**src/rtl/add8_err_monitor.sv**
```systemverilog
// Error-metric monitor for an 8-bit adder under test: counts samples, erroneous sums,
// accumulated and worst-case absolute error. Define ADD8_ERR_MSE_EN to add sq_err_sum.
module add8_err_monitor #(
    parameter int unsigned N_SAMPLES = 65536
) (
    input  logic        clk,
    input  logic        rst,
    input  logic        start,
    input  logic        clear,
    input  logic        in_valid,
    output logic        in_ready,
    input  logic [7:0]  A,
    input  logic [7:0]  B,
    input  logic [8:0]  O,
    output logic [16:0] sample_cnt,
    output logic [16:0] err_cnt,
    output logic [24:0] abs_err_sum,
    output logic [8:0]  wce,
`ifdef ADD8_ERR_MSE_EN
    output logic [33:0] sq_err_sum,
`endif
    output logic        busy,
    output logic        done
);

    localparam logic [16:0] RUN_LEN  = 17'(N_SAMPLES);
    localparam logic [16:0] LAST_IDX = RUN_LEN - 17'd1;

    typedef enum logic [1:0] {IDLE, RUN, DRAIN, DONE} state_t;

    state_t      state;
    logic        drain_cnt;
    logic        accept;
    logic        start_run;
    logic [8:0]  exact_sum;
    logic signed [9:0] delta;
    logic [8:0]  abs_diff;
    logic        s1_valid;
    logic [8:0]  s1_diff;

    assign in_ready  = (state == RUN) && (sample_cnt < RUN_LEN);
    assign accept    = in_valid && in_ready;
    assign start_run = start && !clear && (state == IDLE || state == DONE);

    // Difference is taken at 10-bit signed width so O - (A+B) never wraps; its
    // magnitude fits in 9 bits because both operands lie in 0..511.
    assign exact_sum = {1'b0, A} + {1'b0, B};
    assign delta     = $signed({1'b0, O}) - $signed({1'b0, exact_sum});
    assign abs_diff  = delta[9] ? 9'(-delta) : 9'(delta);

    always_ff @(posedge clk or posedge rst) begin
        if (rst) begin
            state     <= IDLE;
            drain_cnt <= 1'b0;
            busy      <= 1'b0;
            done      <= 1'b0;
        end else if (clear) begin
            state     <= IDLE;
            drain_cnt <= 1'b0;
            busy      <= 1'b0;
            done      <= 1'b0;
        end else begin
            case (state)
                IDLE, DONE: begin
                    if (start) begin
                        state <= RUN;
                        busy  <= 1'b1;
                        done  <= 1'b0;
                    end
                end
                RUN: begin
                    if (accept && sample_cnt == LAST_IDX) begin
                        state     <= DRAIN;
                        drain_cnt <= 1'b0;
                    end
                end
                DRAIN: begin
                    // Two drain cycles let the last accepted sample clear both stages.
                    if (drain_cnt) begin
                        state <= DONE;
                        busy  <= 1'b0;
                        done  <= 1'b1;
                    end else begin
                        drain_cnt <= 1'b1;
                    end
                end
                default: state <= IDLE;
            endcase
        end
    end

    always_ff @(posedge clk or posedge rst) begin
        if (rst) begin
            sample_cnt <= '0;
        end else if (clear || start_run) begin
            sample_cnt <= '0;
        end else if (accept) begin
            sample_cnt <= sample_cnt + 17'd1;
        end
    end

    // Stage 1: only the error magnitude travels on; the exact sum is consumed here.
    always_ff @(posedge clk or posedge rst) begin
        if (rst) begin
            s1_valid <= 1'b0;
            s1_diff  <= '0;
        end else if (clear) begin
            s1_valid <= 1'b0;
            s1_diff  <= '0;
        end else begin
            s1_valid <= accept;
            if (accept) begin
                s1_diff <= abs_diff;
            end
        end
    end

`ifdef ADD8_ERR_MSE_EN
    logic [17:0] sq_diff;
    assign sq_diff = s1_diff * s1_diff;

    always_ff @(posedge clk or posedge rst) begin
        if (rst) begin
            sq_err_sum <= '0;
        end else if (clear || start_run) begin
            sq_err_sum <= '0;
        end else if (s1_valid) begin
            sq_err_sum <= sq_err_sum + 34'(sq_diff);
        end
    end
`endif

    // Stage 2: accumulate; widths cover 511 * 65536 without saturation.
    always_ff @(posedge clk or posedge rst) begin
        if (rst) begin
            err_cnt     <= '0;
            abs_err_sum <= '0;
            wce         <= '0;
        end else if (clear || start_run) begin
            err_cnt     <= '0;
            abs_err_sum <= '0;
            wce         <= '0;
        end else if (s1_valid) begin
            if (s1_diff != 9'd0) begin
                err_cnt <= err_cnt + 17'd1;
            end
            abs_err_sum <= abs_err_sum + 25'(s1_diff);
            if (s1_diff > wce) begin
                wce <= s1_diff;
            end
        end
    end

endmodule

```
**config.mk**
```make
export PLATFORM = sky130hd
export DESIGN_NAME = add8_err_monitor
export DESIGN_NICKNAME = d
export VERILOG_FILES = /design/src/rtl/add8_err_monitor.sv
export SDC_FILE = /design/constraint.sdc
export NUM_CORES = 1
export LEC_CHECK = 0
export ABC_AREA = 1
export CAP_MARGIN = 40
export CORE_UTILIZATION = 49
export CTS_CLUSTER_SIZE = 10
export DETAILED_ROUTE_END_ITERATION = 10
export DONT_BUFFER_PORTS = 1
export HOLD_SLACK_MARGIN = 0.15
export SYNTH_ARGS = -nofsm -noshare
export SYNTH_HDL_FRONTEND = slang
export SYNTH_SLANG_ARGS = --single-unit
```
**constraint.sdc**
```tcl
create_clock -name clk -period 5.8 [get_ports clk]
set_input_delay 0.87 -clock clk [delete_from_list [all_inputs] [get_ports clk]]
set_output_delay 0.87 -clock clk [all_outputs]
set_load 0.02 [all_outputs]
```
==> results of run 1 <==
-- synthesized netlist by cell type, drive strengths merged --
cell type / number
or2: 3
xnor2: 3
and2: 2
nand3b: 3
a21oi: 41
xor2: 12
o22ai: 1
o211ai: 1
nand4: 15
o21a: 2
o21bai: 2
clkbuf: 3
fa: 9
nand3: 73
nor3: 22
inv: 126
a32o: 1
o211a: 1
a31oi: 2
a21boi: 1
a21o: 2
nor4: 4
buf: 10
ha: 35
dfrtp: 83
o32ai: 1
nor3b: 2
o31ai: 8
nand2: 183
o21ai: 57
nor2: 68
-- placed cells by master (no fill, tap or decap), types with 4 or more instances in the layout --
cell type / Yosys / routed
nand2_1: 172 / 172
inv_1: 117 / 116
dfrtp_1: 83 / 83
nand3_1: 69 / 69
nor2_1: 60 / 60
o21ai_0: 49 / 49
a21oi_1: 40 / 40
ha_1: 35 / 35
nor3_1: 18 / 18
nand4_1: 14 / 14
xor2_1: 12 / 12
nand2_2: 10 / 10
inv_2: 9 / 9
fa_1: 9 / 9
clkbuf_16: 0 / 9
o31ai_1: 8 / 8
o21ai_1: 7 / 7
nand3_2: 4 / 4
nor2_2: 4 / 4
nor3_2: 4 / 4
-- per-layer routing --
layer  GRT usage  part of all wire
met5           0                 0
met4     0.09156             0.018
met3     0.04429             0.043
met1      0.2649              0.44
met2      0.3983              0.49
-- worst max path at each step --
stage | to | cells past startpoint
2_1_floorplan | abs_err_sum[0] | 1
3_3_place_gp | s1_diff[5] | 12
3_5_place_dp | s1_diff[5] | 12
4_1_cts | s1_diff[5] | 12
5_1_grt | s1_diff[8] | 16
6_report | s1_diff[5] | 12
-- power groups by stage --
stage | Combinational (uW) | Clock, uW | Sequential [uW]
5_1_grt | 584 | 676 | 666
4_1_cts | 507 | 656 | 662
2_1_floorplan | 420 | 0 | 654
6_report | 501 | 638 | 662
3_3_place_gp | 490 | 0 | 672
3_5_place_dp | 503 | 0 | 673
-- registers in the layout, summed over array words and instances, names as in the netlist --
name         flops
abs_err_sum     25
err_cnt         17
sample_cnt      17
s1_diff          9
wce              9
state            2
busy             1
done             1
drain_cnt        1
s1_valid         1
-- layout make-up --
| class | instances | area, um2 |
|---|---|---|
| flip-flops and latches | 83 | 2077 |
| multi-input cells | 554 | 3182 |
| clock buffers | 11 | 252.7 |
| clock inverters | 5 | 85.08 |
| well taps | 143 | 178.9 |
| fillers | 1022 | 5202 |
| inverters | 126 | 474.2 |
| repair buffers | 2 | 15.01 |
-- metrics by stage --
stage                     power [uW]  instance area (um2)    util  std cells
after floorplan                 1073                 5808       -        776
after global placement          1162                 5927  0.5169        908
after detailed placement        1176                 5927  0.5169        908
after CTS                       1825                 6265  0.5463        924
after global routing            1925                 6265  0.5463        924
final                           1801                 6265  0.5463        924
-- kinds of logic after synthesis --
kind of cell / Yosys count
DFF: 83
and+or+nand+nor: 375
AOI/OAI and AO/OA: 120
buffers and inverters: 139
xor gates and xnor gates: 15
adders and majority gates: 44
==> impl_metrics.py, run 1 <==
metrics = {
    "timing": {
        "tightest_slew_ns": 0.8176,
        "slew_viol_final": 0,
        "maxSlewHeadroom": 0.4542,
        "timing.hold.ws_ns": 0.3888,
        "clock.fmax_mhz": 362.0,
        "setup_viol": 0,
        "rsz0062_at_grt": "false",
        "hold_viol": 0,
        "min_period_ns": 2.763,
        "tns_ns": 0,
        "finalClockSkew_ns": 0.01011,
        "fin_crit_sh": 0.4763,
        "setup_slack_ns": 3.037,
    },
    "floorplan": {
        "dieArea_mm2": 0.01229,
        "die_w_um": 110.9,
        "num_rows": 39,
        "core_mm2": 0.01147,
        "fp.dieH_um": 110.9,
        "top_level_ports": 101,
        "initial_core_util": 0.5065,
    },
    "placed_design": {
        "routabilityCongestion": 0.8544,
        "pre_cts_ws_ns": 2.696,
        "port_buffers": 0,
        "dp_hpwl_um": 9961,
    },
    "power": {
        "p_switching_uw": 628.1,
        "swShare": 0.3488,
        "p_leak_uw": 0.003036,
        "clockPowerShare": 0.354,
        "p_per_area_mw_per_mm2": 287.4,
        "peakVddDrop_v": 0.0002090,
        "seq_power_share": 0.367,
        "comb_power_share": 0.278,
        "p_int_uw": 1173,
    },
    "global_routing": {
        "antenna_found_initial": 0,
        "grt_max_degree": 60,
        "grt_pass1_wl_um": 22700,
        "grt-ovfl-total": 0,
        "grt_pass1_vias": 4948,
        "track_usage": 0.2247,
    },
    "clocking": {
        "clock_sinks": 83,
        "clock_latency_ns": 0.34,
        "path_clk_slew_ns": 0.06,
        "cts_setup_buffers": 0,
        "clk_path_buf_depth": 2,
        "ctsHoldBuffers": 0,
        "cts.repair.resized": 0,
        "cts_root_buf": "clkbuf_16",
        "cts_tree": "built",
        "htree_num_levels": 3,
        "numCtsBuffers": 9,
    },
    "critical_path": {
        "cpPeakStageDelay_ns": 0.47,
        "end_kind": "flop",
        "arrival_ns": 2.98,
        "cp-start-kind": "primary input",
        "critical_path.startpoint": "A[2]",
        "path_cells": "inv_1 -> fa_1 -> ha_1 -> nand2_1 -> nand2_1 -> nand2_1 -> nand3_2 -> a21oi_2 -> nand2_1 -> xor2_1 -> nand2_1 -> o21ai_0",
        "cp_max_fo": 11,
        "r2r_cells": 8,
        "regToRegSetupSlack_ns": 3.36,
        "regToRegStartpoint": "state[0]",
        "cp_top_family": "adder cells",
        "worst-path-buf-inv": 1,
        "crit_required_ns": 6.02,
        "crit_top_cell": "nand2_1",
        "r2r_end": "wce[3]",
        "worstSetupPathType": "primary input to flop",
        "slowest_stage": "fa_1",
    },
    "route": {
        "drt_iter0_markers": 319,
        "postRouteAntennaNets": 0,
        "drc": 0,
        "wire_per_inst_um": 14.37,
        "viasPerCell": 5.483,
        "wl_um": 13280,
        "num_vias": 5066,
        "dr.pass1.iters": 5,
    },
    "synthesis": {
        "yosys.area_share.simple": 0.3035,
        "syn-num-nets": 850,
        "synth_top_family_by_area": "simple AND/OR/NAND/NOR gates",
        "syn_inst": 776,
        "yosys.area.top_type": "dfrtp_1",
        "syn-mean-instance-area_um2": 7.485,
        "synth_compound_area_frac": 0.1153,
        "muxShareOfSynthArea": 0,
        "synthAdderAreaFrac": 0.1064,
        "synth-seq-cells": 83,
        "synthesis.area_mm2": 0.005808,
        "synth_cell_types": 48,
        "yosysWarnings": 0,
        "yosysSeqAreaShare": 0.3576,
        "synth_top_area_share": 0.3576,
        "ys_top_cells_by_area": "dfrtp_1 (36%), nand2_1 (11%), inv_1 (7.6%), ha_1 (7.5%), nand3_1 (5.9%)",
        "synth-xor-area-share": 0.02262,
    },
    "layout": {
        "num-nets-final": 850,
        "drive_above_1_share": 0.08195,
        "antenna_cells": 0,
        "area_delta_synth_final_pct": 7.863,
    },
    "status": {
        "outcome": "finished clean",
    },
    "job": {
        "drv_cap": 0,
    },
    "min_path": {
        "hp-class": "primary input to async pin",
    },
}
Power figures use the tool's default switching activity.
==> inputs of run 2 (changes only) <==
- PLACE_DENSITY: not set -> 0.66
- clock period: 5.8 -> 2.35 ns (I/O delays scaled with it)
==> run 2 against run 1 <==
Compared with the run above:
- core utilization up 1.6 points
- global-route usage down 0.18 points
- flip-flop and latch count unchanged
- clock skew down 0.0033 ns
- setup slack worse by 2.9 ns
- sequential share of layout area down 0.94 points
- critical endpoint is now s1_diff[8]
- highest routed layer unchanged
==> impl_metrics.py, run 2 (synthesis gave the netlist of run 1 again) <==
metrics = {
    "route": {
        "wire_per_inst_um": 14.00,
        "viasPerCell": 5.425,
        "wl_um": 13290,
        "dr.pass1.iters": 4,
        "drt_iter0_markers": 337,
        "drc": 0,
        "postRouteAntennaNets": 0,
        "num_vias": 5148,
    },
    "floorplan": {
        "die_w_um": 110.9,
        "initial_core_util": 0.5065,
        "core_mm2": 0.01147,
        "fp.dieH_um": 110.9,
        "dieArea_mm2": 0.01229,
        "num_rows": 39,
        "top_level_ports": 101,
    },
    "critical_path": {
        "cp_max_fo": 3,
        "worstSetupPathType": "primary input to flop",
        "regToRegSetupSlack_ns": 0.23,
        "end_kind": "flop",
        "arrival_ns": 2.44,
        "cpPeakStageDelay_ns": 0.50,
        "slowest_stage": "fa_1",
        "path_cells": "inv_1 -> fa_1 -> ha_1 -> inv_1 -> nand2_1 -> and2_1 -> ha_1 -> inv_1 -> a21oi_2 -> nand3_2 -> nor2_2 -> nand2_1 -> nand2_2 -> nand3_1 -> nand3_1 -> nand2_1",
        "cp-start-kind": "primary input",
        "crit_required_ns": 2.58,
        "critical_path.startpoint": "A[0]",
        "regToRegStartpoint": "wce[8]",
    },
    "power": {
        "power.total_uw": 4456,
        "p_per_area_mw_per_mm2": 691.1,
        "p_int_uw": 2888,
        "comb_power_share": 0.306,
        "clockPowerShare": 0.331,
        "swShare": 0.3518,
        "peakVddDrop_v": 0.0004455,
        "p_leak_uw": 0.003146,
        "p_switching_uw": 1568,
        "seq_power_share": 0.363,
    },
    "global_routing": {
        "grt_max_degree": 32,
        "grt_pass1_wl_um": 22440,
        "track_usage": 0.2229,
        "grt-ovfl-total": 0,
        "grt_pass1_vias": 4994,
        "antenna_found_initial": 0,
    },
    "timing": {
        "maxSlewHeadroom": 0.6154,
        "rsz0062_at_grt": "false",
        "min_period_ns": 2.208,
        "fin_crit_sh": 0.9395,
        "clock.fmax_mhz": 452.9,
        "tns_ns": 0,
        "slew_viol_final": 0,
        "timing.hold.ws_ns": 0.2393,
        "setup_slack_ns": 0.1421,
        "tightest_slew_ns": 0.5761,
        "setup_viol": 0,
        "hold_viol": 0,
        "finalClockSkew_ns": 0.006820,
    },
    "clocking": {
        "clk_path_buf_depth": 2,
        "cts_setup_buffers": 0,
        "numCtsBuffers": 9,
        "clock_sinks": 83,
        "path_clk_slew_ns": 0.06,
        "htree_num_levels": 3,
        "clock_latency_ns": 0.34,
        "cts_root_buf": "clkbuf_16",
        "cts_tree": "built",
    },
    "layout": {
        "num-nets-final": 875,
        "n_fill_cell": 1042,
        "drive_above_1_share": 0.1117,
        "layout_commonest_cell": "nand2_1",
        "largest_reg_flops": 25,
        "area_delta_synth_final_pct": 11.01,
        "final_cells": 949,
        "final_cell_mix": "nand2_1 (172), inv_1 (116), dfrtp_1 (83)",
        "antenna_cells": 0,
        "top_regs": "abs_err_sum (25), err_cnt (17), sample_cnt (17)",
        "regMostFlops": "abs_err_sum",
    },
    "placed_design": {
        "routabilityCongestion": 0.8871,
        "port_buffers": 0,
        "dp_cells": 931,
        "dp_hpwl_um": 10340,
        "pre_cts_ws_ns": -0.2158,
    },
    "min_path": {
        "min_from": "clear",
        "hp-class": "primary input to flop",
    },
    "job": {
        "drv_cap": 0,
    },
    "status": {
        "outcome": "finished clean",
    },
}
## run 2: cell types whose count changed in the layout (fill, tap and decap cells not counted)
cell,delta
buf_4,+23
clkinv_4,-2
dlygate4sd3_1,+2
a21oi_1,-1
a21oi_2,+1
bufinv_16,-1
clkbuf_8,+1
clkinv_2,+1
clkinvlp_4,+1
nand3_1,-1
nand3_2,+1
nor2_1,-1
nor2_2,+1
## run 2: final timing paths
check	to	depth (start not counted)
setup / recovery	s1_diff[8]	16
hold / removal	done	3
setup reg to reg	wce[7]	10
hold reg to reg	drain_cnt	2
max in group asynchronous	abs_err_sum[2]	3
min in group asynchronous	err_cnt[5]	2
## run 2: timing repair
item,in CTS,in global routing
endpoints found under the setup margin,0,1
gates resized for setup,0,2
hold endpoints to repair,19,0
hold buffers,2,0
## run 2: metal layers
layer | GRT usage | share of wire | up-vias
met5 | 0 | 0 | -
met4 | 0.09511 | 0.020 | 0
met2 | 0.3781 | 0.49 | 132
met1 | 0.2721 | 0.43 | 2410
li1 | - | - | 2581
met3 | 0.04975 | 0.058 | 25
## run 2: cell type report
type	instances	area, um2	share of cell area
Inverter	126	476.7	0.07394
Timing Repair Buffer	27	207.7	0.03221
Multi-Input combinational cell	554	3193	0.4952
Clock inverter	4	47.55	0.007374
Clock buffer	12	266.5	0.04134
Tap cell	143	178.9	0.02775
Sequential cell	83	2077	0.3221
## run 2: through the flow
stage	area, um2	utilization
6_report	6447	0.5622
5_1_grt	6447	0.5622
4_1_cts	6440	0.5616
3_5_place_dp	6106	0.5325
3_3_place_gp	6106	0.5325
2_1_floorplan	5816	-
## run 2: power groups by stage
stage | logic (uW) | registers (uW) | clock network [uW]
global placement | 1310 | 1640 | 0
finish | 1360 | 1620 | 1480
global route | 1560 | 1620 | 1560
detailed placement | 1360 | 1640 | 0
floorplan | 1040 | 1610 | 0
CTS | 1370 | 1610 | 1510
## run 2: critical path, delay by kind of cell
family	cells	cell delay [ns]
buf+inv	3	0.12
simple gates	9	0.83
fa+ha+maj	3	1.00
compound gates	1	0.13
==> inputs of run 3 (changes only) <==
- PLACE_DENSITY: 0.66 -> not set
- PLACE_DENSITY_LB_ADDON: not set -> 0.05
==> run 3 against run 2 <==
Compared with the run above:
- via count fell by 1.1%
- largest power group unchanged
- cell area rose by 0.62%
- setup slack improved by 0.087 ns
==> impl_metrics.py, run 3 (synthesis gave the netlist of run 1 again) <==
metrics = {
    "floorplan": {
        "top_level_ports": 101,
        "die_w_um": 110.9,
        "fp.dieH_um": 110.9,
        "dieArea_mm2": 0.01229,
        "num_rows": 39,
        "core_mm2": 0.01147,
        "initial_core_util": 0.5065,
    },
    "global_routing": {
        "grt_pass1_wl_um": 22510,
        "antenna_found_initial": 0,
        "grt-ovfl-total": 0,
        "grt_pass1_vias": 4800,
        "grt_max_degree": 24,
        "track_usage": 0.2243,
    },
    "layout": {
        "largest_reg_flops": 25,
        "top_regs": "abs_err_sum (25), err_cnt (17), sample_cnt (17)",
        "drive_above_1_share": 0.1110,
        "final_cell_area_mm2": 0.006487,
        "final_cells": 954,
        "final_cell_mix": "nand2_1 (172), inv_1 (116), dfrtp_1 (83)",
        "num-nets-final": 880,
        "layout_commonest_cell": "nand2_1",
        "antenna_cells": 0,
        "regMostFlops": "abs_err_sum",
        "area_delta_synth_final_pct": 11.70,
    },
    "critical_path": {
        "worstSetupPathType": "flop to flop",
        "cp_num_cells": 14,
        "slowest_stage": "dfrtp_1",
        "end_kind": "flop",
        "cp_top_family": "simple AND/OR/NAND/NOR gates",
        "crit_top_cell": "nand2_1",
        "cpPeakStageDelay_ns": 0.41,
        "cp_max_fo": 6,
        "cp-start-kind": "flop",
        "worst-path-buf-inv": 0,
        "arrival_ns": 2.35,
        "path_cells": "ha_1 -> fa_1 -> nand2_1 -> nand2_1 -> nand2_1 -> nand2_1 -> nand2_1 -> nand3_2 -> nand2_2 -> nand2_2 -> nand2_2 -> o21ai_1 -> nand2_1 -> nor2_1",
        "r2r_cells": 14,
        "crit_required_ns": 2.57,
        "regToRegSetupSlack_ns": 0.23,
    },
    "clocking": {
        "clock_latency_ns": 0.34,
        "htree_num_levels": 3,
        "numCtsBuffers": 9,
        "clock_sinks": 83,
        "cts_tree": "built",
        "clk_path_buf_depth": 2,
        "cts_root_buf": "clkbuf_16",
        "path_clk_slew_ns": 0.07,
        "cts.repair.resized": 0,
    },
    "timing": {
        "fin_crit_sh": 0.9027,
        "tightest_slew_ns": 0.4676,
        "rsz0062_at_grt": "false",
        "slew_viol_final": 0,
        "clock.fmax_mhz": 471.4,
        "setup_slack_ns": 0.2287,
        "setup_viol": 0,
        "min_period_ns": 2.121,
        "maxSlewHeadroom": 0.6876,
        "hold_viol": 0,
        "finalClockSkew_ns": 0.008861,
    },
    "power": {
        "p_int_uw": 2931,
        "swShare": 0.3494,
        "p_per_area_mw_per_mm2": 694.5,
        "comb_power_share": 0.307,
        "peakVddDrop_v": 0.0005064,
        "seq_power_share": 0.358,
        "p_switching_uw": 1574,
        "clockPowerShare": 0.335,
        "p_leak_uw": 0.003165,
    },
    "placed_design": {
        "dp_hpwl_um": 10230,
        "routabilityCongestion": 0.8535,
        "port_buffers": 0,
        "pre_cts_ws_ns": -0.1043,
        "placed_cell_area_mm2": 0.006156,
        "dp_cells": 936,
    },
    "route": {
        "dr.pass1.iters": 4,
        "wl_um": 13150,
        "num_vias": 5090,
        "wire_per_inst_um": 13.78,
        "drt_iter0_markers": 347,
        "drc": 0,
        "postRouteAntennaNets": 0,
        "viasPerCell": 5.335,
    },
    "min_path": {
        "hold_depth": 3,
        "hp-class": "primary input to flop",
    },
    "status": {
        "outcome": "finished clean",
    },
    "job": {
        "drv_cap": 0,
    },
}
run 3: changes by cell type in the layout (fill, tap and decap cells not counted), sizes merged:
| cell | before | now |
|---|---|---|
| bufinv | 1 | 2 |
| clkinvlp | 2 | 3 |
| buf | 25 | 30 |
| clkinv | 2 | 0 |
run 3: power groups by stage:
stage | registers, uW | logic [uW] | clock network [uW]
6_report | 1610 | 1380 | 1510
4_1_cts | 1610 | 1390 | 1550
5_1_grt | 1620 | 1580 | 1600
2_1_floorplan | 1610 | 1040 | 0
3_3_place_gp | 1640 | 1360 | 0
3_5_place_dp | 1640 | 1380 | 0
run 3: worst paths after layout:
| kind | to | from |
|---|---|---|
| setup / recovery | abs_err_sum[14] | s1_diff[0] |
| hold / removal | drain_cnt | clear |
| setup reg to reg | abs_err_sum[14] | s1_diff[0] |
| hold reg to reg | drain_cnt | drain_cnt |
| max in group asynchronous | abs_err_sum[6] | rst |
| min in group asynchronous | sample_cnt[4] | rst |
run 3: metrics by stage:
stage          hold WS (ns)  utilization  TNS, ns  power [uW]
2_1_floorplan        0.4336            -        0        2652
3_3_place_gp         0.2669       0.5368  -0.1500        2998
3_5_place_dp         0.2719       0.5368  -0.2928        3022
6_report             0.2275       0.5657        0        4506
4_1_cts              0.2129       0.5657        0        4554
5_1_grt              0.2671       0.5657        0        4804
run 3: what timing repair did:
item                      CTS  global route
buffers inserted            0             0
hold endpoints to repair   19             0
hold buffers                2             0
run 3: worst min-delay path: stages:
cell and delay (ns):
nor2_1 0.02, inv_1 0.07, o21ai_0 0.08
run 3: per-layer routing:
metal / global-route usage / part of all wire / vias up
li1: - / - / 2590
met4: 0.07644 / 0.016 / 0
met3: 0.04483 / 0.042 / 15
met1: 0.2877 / 0.47 / 2382
met5: 0 / 0 / -
met2: 0.3768 / 0.48 / 103
run 3: final cells by class:
class	instances	area [um2]
clock buffers	12	236.5
clock inverters	4	75.07
fillers	1058	4980
inverters	126	476.7
multi-input cells	554	3186
flip-flops and latches	83	2077
well taps	143	178.9
repair buffers	32	257.7
